### config.mk
export PLATFORM = sky130hd
export DESIGN_NAME = pc_fetch_ctrl
export DESIGN_NICKNAME = d
export VERILOG_FILES = /design/src/rtl/pc_fetch_ctrl_pkg.sv /design/src/rtl/pc_fetch_ctrl.sv
export SDC_FILE = /design/constraint.sdc
export NUM_CORES = 1
export LEC_CHECK = 0
export ABC_AREA = 1
export BUFFER_PORTS_ARGS = -buffer_cell sky130_fd_sc_hd__buf_4
export CORE_ASPECT_RATIO = 1.4
export CORE_MARGIN = 3
export CORE_UTILIZATION = 50
export DETAILED_ROUTE_END_ITERATION = 8
export PLACE_DENSITY = 0.92
export SLEW_MARGIN = 20
export SYNTH_ARGS = -nofsm -noshare
export SYNTH_HDL_FRONTEND = slang
export SYNTH_SLANG_ARGS = --single-unit
export TNS_END_PERCENT = 10
### constraint.sdc
create_clock -name clk -period 4.05 [get_ports clk]
set_clock_uncertainty 0.15 [all_clocks]
set_input_delay 0.81 -clock clk [delete_from_list [all_inputs] [get_ports clk]]
set_output_delay 0.81 -clock clk [all_outputs]
set_load 0.005 [all_outputs]
### src/rtl/pc_fetch_ctrl_pkg.sv
// Shared fetch-control definitions: reset vector, FSM state encoding and the
// BTB slot index that marks a branch in the last word of a fetch group.
package pc_fetch_ctrl_pkg;

  localparam logic [31:0] DEFAULT_RESET_PC = 32'hbfc00000;
  localparam logic [1:0]  SLOT_LAST        = 2'd3;

  typedef enum logic {
    ST_NORMAL = 1'b0,
    ST_DSLOT  = 1'b1
  } fetch_state_t;

  // Start of the next 16-byte fetch group; wraps at the top of the address space.
  function automatic logic [31:0] next_group(input logic [31:0] pc);
    return {pc[31:4] + 28'd1, 4'b0000};
  endfunction

endpackage

### src/rtl/pc_fetch_ctrl.sv
// Fetch-group PC register with exception/branch/BTB redirect and delay-slot sequencing.
// One-cycle update latency; when IF_allowin_i is low, all state holds unless a flush arrives.
module pc_fetch_ctrl
  import pc_fetch_ctrl_pkg::*;
#(
  parameter logic [31:0] RESET_PC = DEFAULT_RESET_PC
) (
  input  logic        clk,
  input  logic        rst,
  input  logic        IF_allowin_i,
  input  logic        BTB_predTake_i,
  input  logic [1:0]  BTB_predSlot_i,
  input  logic [31:0] BTB_predTarget_i,
  input  logic        BR_flush_i,
  input  logic [31:0] BR_target_i,
  input  logic        BR_needDelaySlot_i,
  input  logic [31:0] BR_dsVAddr_i,
  input  logic        EXC_flush_i,
  input  logic [31:0] EXC_target_i,
  output logic [31:0] PCR_VAddr_o,
  output logic [31:0] PCR_lastVAddr_o,
  output logic        PCR_needDelaySlot_o,
  output logic        PCR_valid_o
);

  fetch_state_t state_q, state_d;
  logic [31:0]  vaddr_q, vaddr_d;
  logic [31:0]  last_q, last_d;
  logic         valid_q;

  always_comb begin
    state_d = state_q;
    vaddr_d = vaddr_q;
    last_d  = last_q;
    if (EXC_flush_i) begin
      vaddr_d = EXC_target_i;
      last_d  = 32'h0;
      state_d = ST_NORMAL;
    end else if (BR_flush_i) begin
      vaddr_d = BR_target_i;
      if (BR_needDelaySlot_i) begin
        last_d  = BR_dsVAddr_i;
        state_d = ST_DSLOT;
      end else begin
        state_d = ST_NORMAL;
      end
    end else if (IF_allowin_i) begin
      if (state_q == ST_DSLOT) begin
        // The delay-slot group is issued from lastVAddr; the target waits in vaddr.
        state_d = ST_NORMAL;
      end else if (BTB_predTake_i && (BTB_predSlot_i == SLOT_LAST)) begin
        last_d  = next_group(vaddr_q);
        vaddr_d = BTB_predTarget_i;
        state_d = ST_DSLOT;
      end else if (BTB_predTake_i) begin
        vaddr_d = BTB_predTarget_i;
      end else begin
        vaddr_d = next_group(vaddr_q);
      end
    end
  end

  always_ff @(posedge clk or negedge rst) begin
    if (!rst) begin
      state_q <= ST_NORMAL;
      vaddr_q <= RESET_PC;
      last_q  <= 32'h0;
      valid_q <= 1'b0;
    end else begin
      state_q <= state_d;
      vaddr_q <= vaddr_d;
      last_q  <= last_d;
      valid_q <= 1'b1;
    end
  end

  assign PCR_VAddr_o         = vaddr_q;
  assign PCR_lastVAddr_o     = last_q;
  assign PCR_needDelaySlot_o = (state_q == ST_DSLOT);
  assign PCR_valid_o         = valid_q;

endmodule

# After elaboration in Yosys (flattened, before gate mapping)
# Cells that the tools add are included.
dict set report totals {
  word_cells 31
  ff_bits 66
  in_bits 137
}
dict set report op_classes {
  add_sub_neg 1
  eq_ne 3
  mux 18
  n_reduce_logical 5
}
# cell count
set op_table {}
lappend op_table {{2-to-1 mux 32 bit} 12}
lappend op_table {{adder 28 x 1 -> 28 bit, second input constant} 1}
lappend op_table {{2-to-1 mux 1 bit} 6}
lappend op_table {{nonzero test 3 bit} 2}
lappend op_table {{AND reduction 4 bit} 1}
lappend op_table {{inequality test 3 x 1 -> 1 bit, second input constant} 1}
lappend op_table {{inequality test 3 bit, second input constant} 1}
lappend op_table {{equality test 2 bit, second input constant} 1}
lappend op_table {{AND reduction 2 bit} 1}
lappend op_table {{logical AND 1 bit} 1}

# Logic depth before layout (Yosys ltp)
dict set report depth {
  ltp_word 7
  depth_mapped 11
}

# Worst setup path after synthesis
# No wires, ideal clock.
dict set report synth_timing {
  path_kind {input to register}
  startpoint {input BTB_predTake_i}
  endpoint {register last_q[18], in the netlist PCR_lastVAddr_o[18]}
  cell_stages 10
  t_arrival_ns 1.732
  path_slack_ns 2.040
  t_required_ns 3.773
  n_path_buf 3
  cell_sequence {buf_4 -> inv_2 -> nor2_4 -> nand3_1 -> nand3_1 -> nand2_2 -> buf_6 -> buf_4 -> nand2_1 -> o21ai_0}
}
dict set report synth_between {
  elab_chain_cells 3
}
# element line_no
set synth_rtl {}
lappend synth_rtl {{start: declaration} pc_fetch_ctrl.sv:11} ;# input logic BTB_predTake_i,
lappend synth_rtl {{logical AND 1 bit} pc_fetch_ctrl.sv:51} ;# end else if (BTB_predTake_i && (BTB_predSlot_i == SLOT_LAST)) begin
lappend synth_rtl {{nonzero test 3 bit (no source line)} -}
lappend synth_rtl {{AND reduction 4 bit (no source line)} -}
lappend synth_rtl {{end signal: assignment} pc_fetch_ctrl.sv:72} ;# last_q <= last_d;
lappend synth_rtl {{end: declaration} pc_fetch_ctrl.sv:28} ;# logic [31:0] last_q, last_d;
# No other way between the ends.
# A chain may end at the register's enable or synchronous reset.

# Worst setup path after layout
dict set report layout_timing {
  startpoint {input BR_flush_i}
  endpoint {register last_q[18], in the netlist PCR_lastVAddr_o[18]}
}
dict set report layout_between {
  elab_chain_cells 2
  word_cells_on_any_way 7
  classes_between {eq/ne: 2; mux: 2; reduce/logical: 3}
}
# element line_no
set layout_rtl {}
lappend layout_rtl {{start: declaration} pc_fetch_ctrl.sv:14} ;# input logic BR_flush_i,
lappend layout_rtl {{inequality test 3 x 1 -> 1 bit (no source line) (tied with other cells)} -}
lappend layout_rtl {{AND reduction 4 bit (no source line) / 2-to-1 mux 32 bit (equally long branches)} -}
# Several ways; a longest one is shown, not always the timed one.

==> out/summary.txt <==
Outcome - finished clean
CP arrival - 3.03 ns
Hold_buf cts - 0
Number of remaining DRC errors - 0
Worst R2R End - PCR_VAddr_o[14]$_DFFE_PN0P_
Clock root buffer - clkbuf_16
Die height - 115 um
Ys Warns - 0
Die ar. - 9650 sq um
Fin crit period - 2.93 ns
Final ANT Viol Nets - 0
Total vias in the final route - 5227
Die W - 83.9 um
LEAKAGE - 2.99 nW
R2R cell count - 8
Maximum clock insertion buffer count - 2
RR Startpoint - PCR_VAddr_o[4]$_DFFE_PN0P_
R2r setup slk - 1.74 ns
Logic gate share of total power - 25.7%
Post-synthesis sequential area ratio - 39.2%
Vias per Instance - 5.83
Synth cell types - 36
Internal Dissipation - 1.61 mW
Critical path endpoint category - flip-flop
Gate Count Post-Synth - 606
Starting Density - 51.8%
WS Path Type - in2reg
NumNets Final - 928
EDFF count, synth - 0
FMAX - 0.342 GHz
Total gr overflow - 0
Hold/Removal Path Class - reg2reg
Largest net degree at the start of global routing - 67
Critical Path Source Type - input port
Core Region - 8200 sq um
Max-Cap Viols - 0
Drt first-iter violations - 443
I/O pins - 203
Total chip power - 2.30 mW
CTS sink count - 66
Most frequent cell after synthesis - nand2_1
Post-Syn Nets - 744
Number of fill cells - 671
Post-CTS Setup Bufs - 0
Clock Latency Late Sink - 0.34 ns
Crit share post-route - 72.3%
Drt wl/cell - 18.4 um
CTS Buf Count - 9
RSZ-0062 raised after global routing - false
Worst vdd ir - 0.000256 V
Final Hold Fails - 0
NetSw - 0.689 mW
Vias in the first global route - 5196
Slew headroom - 35.9%
Cell row count - 39
PortBufs - 202
Post-Synthesis Cell Area - 4240 sq um
Cts repair resizes - 0
Share of the synthesized area in the top cell type - 33.6%
Antenna cells - 0
Layout area overhead - 43.5%
DP HPWL - 12.3 mm
First-pass GRT wire length - 25.8 mm
Worst slew pin tran - 0.960 ns
Setup TNS - 0 ns
H-tree lvl count - 3
Pwr dens - 378 nW/um^2
CTS tree - done
Worst setup startpoint - BR_flush_i
Max Slew Vio Count - 0
FF+latch count, synth - 66
Final WL - 16.5 mm
Synth top area cells - dfrtp_1 34%, nand2_1 16%, nor2_1 9.6%
Largest area contributor in the netlist - dfrtp_1
Switch share - 30.0%
GRT Util Overall - 33.7%
Sequential power share - 36.9%
CP endpoint - PCR_lastVAddr_o[18]$_DFFE_PN0P_
CP Max Fanout - 41
Initial antenna violation count - 0
Hold_ws - 0.335 ns
DR pass1 iterations - 5
Placed cell areas - 5760 sq um
Placer Congestion - 0.971
Cells after DPL - 881
Post-synth top cells - 184 x nand2_1, 108 x nor2_1, 57 x dfrtp_1
Clock network power share - 37.4%
CTS clk-pin slew, worst paths - 0.06 ns
Setup violations, final - 0
Share of post-route cells with drive strength above 1 - 30.7%
Syn avg cell area - 7.00 sq um
WP data required - 4.15 ns
Final Cell Area - 6090 sq um
Final non-filler cell total - 897
Primary FF master, synth - dfrtp_1
Ys async rst share - 100%
## worst min path at each step
stage,cells after the start,from,endpoint
floorplan,2,PCR_lastVAddr_o[26]$_DFFE_PN0P_,PCR_lastVAddr_o[26]$_DFFE_PN0P_
global placement,2,PCR_lastVAddr_o[21]$_DFFE_PN0P_,PCR_lastVAddr_o[21]$_DFFE_PN0P_
detailed placement,2,PCR_lastVAddr_o[28]$_DFFE_PN0P_,PCR_lastVAddr_o[28]$_DFFE_PN0P_
CTS,2,PCR_lastVAddr_o[28]$_DFFE_PN0P_,PCR_lastVAddr_o[28]$_DFFE_PN0P_
global route,2,PCR_lastVAddr_o[25]$_DFFE_PN0P_,PCR_lastVAddr_o[25]$_DFFE_PN0P_
finish,2,PCR_lastVAddr_o[28]$_DFFE_PN0P_,PCR_lastVAddr_o[28]$_DFFE_PN0P_
## cell families after synthesis
group,count (synthesis),synth area share (%)
fa+ha+maj,1,0.295
xor+xnor,10,2.06
buf+inv,62,6.34
other cells,1,0.0884
simple gates,351,33.6
flops,66,39.2
compound gates,115,18.4
## registers in the layout (all words and copies together), names as in the netlist
signal	count
PCR_lastVAddr_o	32
PCR_valid_o	1
PCR_needDelaySlot_o	1
PCR_VAddr_o	32
## metal layers
metal / wire length (um) / vias to the layer above / GRT usage [%]
met3: 1370 / 48 / 4.23
met1: 6050 / 2433 / 39.1
met4: 637 / 0 / 15.5
met5: 0 / - / 0
met2: 8470 / 337 / 62.0
li1: - / 2409 / -
## per-stage QoR
| step | setup slack (ns) | util (%) |
|---|---|---|
| 6_report | 1.12 | 74.3 |
| 5_1_grt | 0.885 | 74.3 |
| 4_1_cts | 1.15 | 74.3 |
| 3_5_place_dp | 0.812 | 70.3 |
| 3_3_place_gp | 0.931 | 70.3 |
| 2_1_floorplan | 2.04 | - |
## power groups by stage
stage	Combinational [mW]	Sequential, mW	Clock (mW)
after detailed placement	0.582	0.855	0
after global placement	0.567	0.852	0
final	0.591	0.848	0.861
after CTS	0.588	0.846	0.863
after global routing	0.644	0.857	0.889
after floorplan	0.256	0.836	0
## cell usage in the layout (no fill, tap or decap), types with 9 or more instances in the layout
cell / n
inv_1: 26
nand3_1: 43
nor2_1: 107
o211ai_1: 19
dfstp_2: 9
nand2_1: 184
a221oi_1: 24
dfrtp_1: 57
buf_4: 205
o21ai_0: 27
a21oi_1: 20
clkbuf_16: 9
## worst max-delay path: stages
cell and delay, ns:
buf_4 0.21, inv_2 0.33, nand2_2 0.20, a21oi_4 0.05, inv_2 0.42, nand2_2 0.15, nor2_4 0.47, o21ai_0 0.18
o21ai_0 0.20
## cell type report
class / count / area (sq um) / area share [%]
Clock inverter: 4 / 73.8 / 1.21
Tap cell: 102 / 128 / 2.09
Multi-Input combinational cell: 478 / 2320 / 38.1
Sequential cell: 66 / 1660 / 27.3
Inverter: 30 / 113 / 1.85
Timing Repair Buffer: 205 / 1540 / 25.3
Clock buffer: 12 / 256 / 4.21
Note: power is estimated with default switching activity, not from simulation.
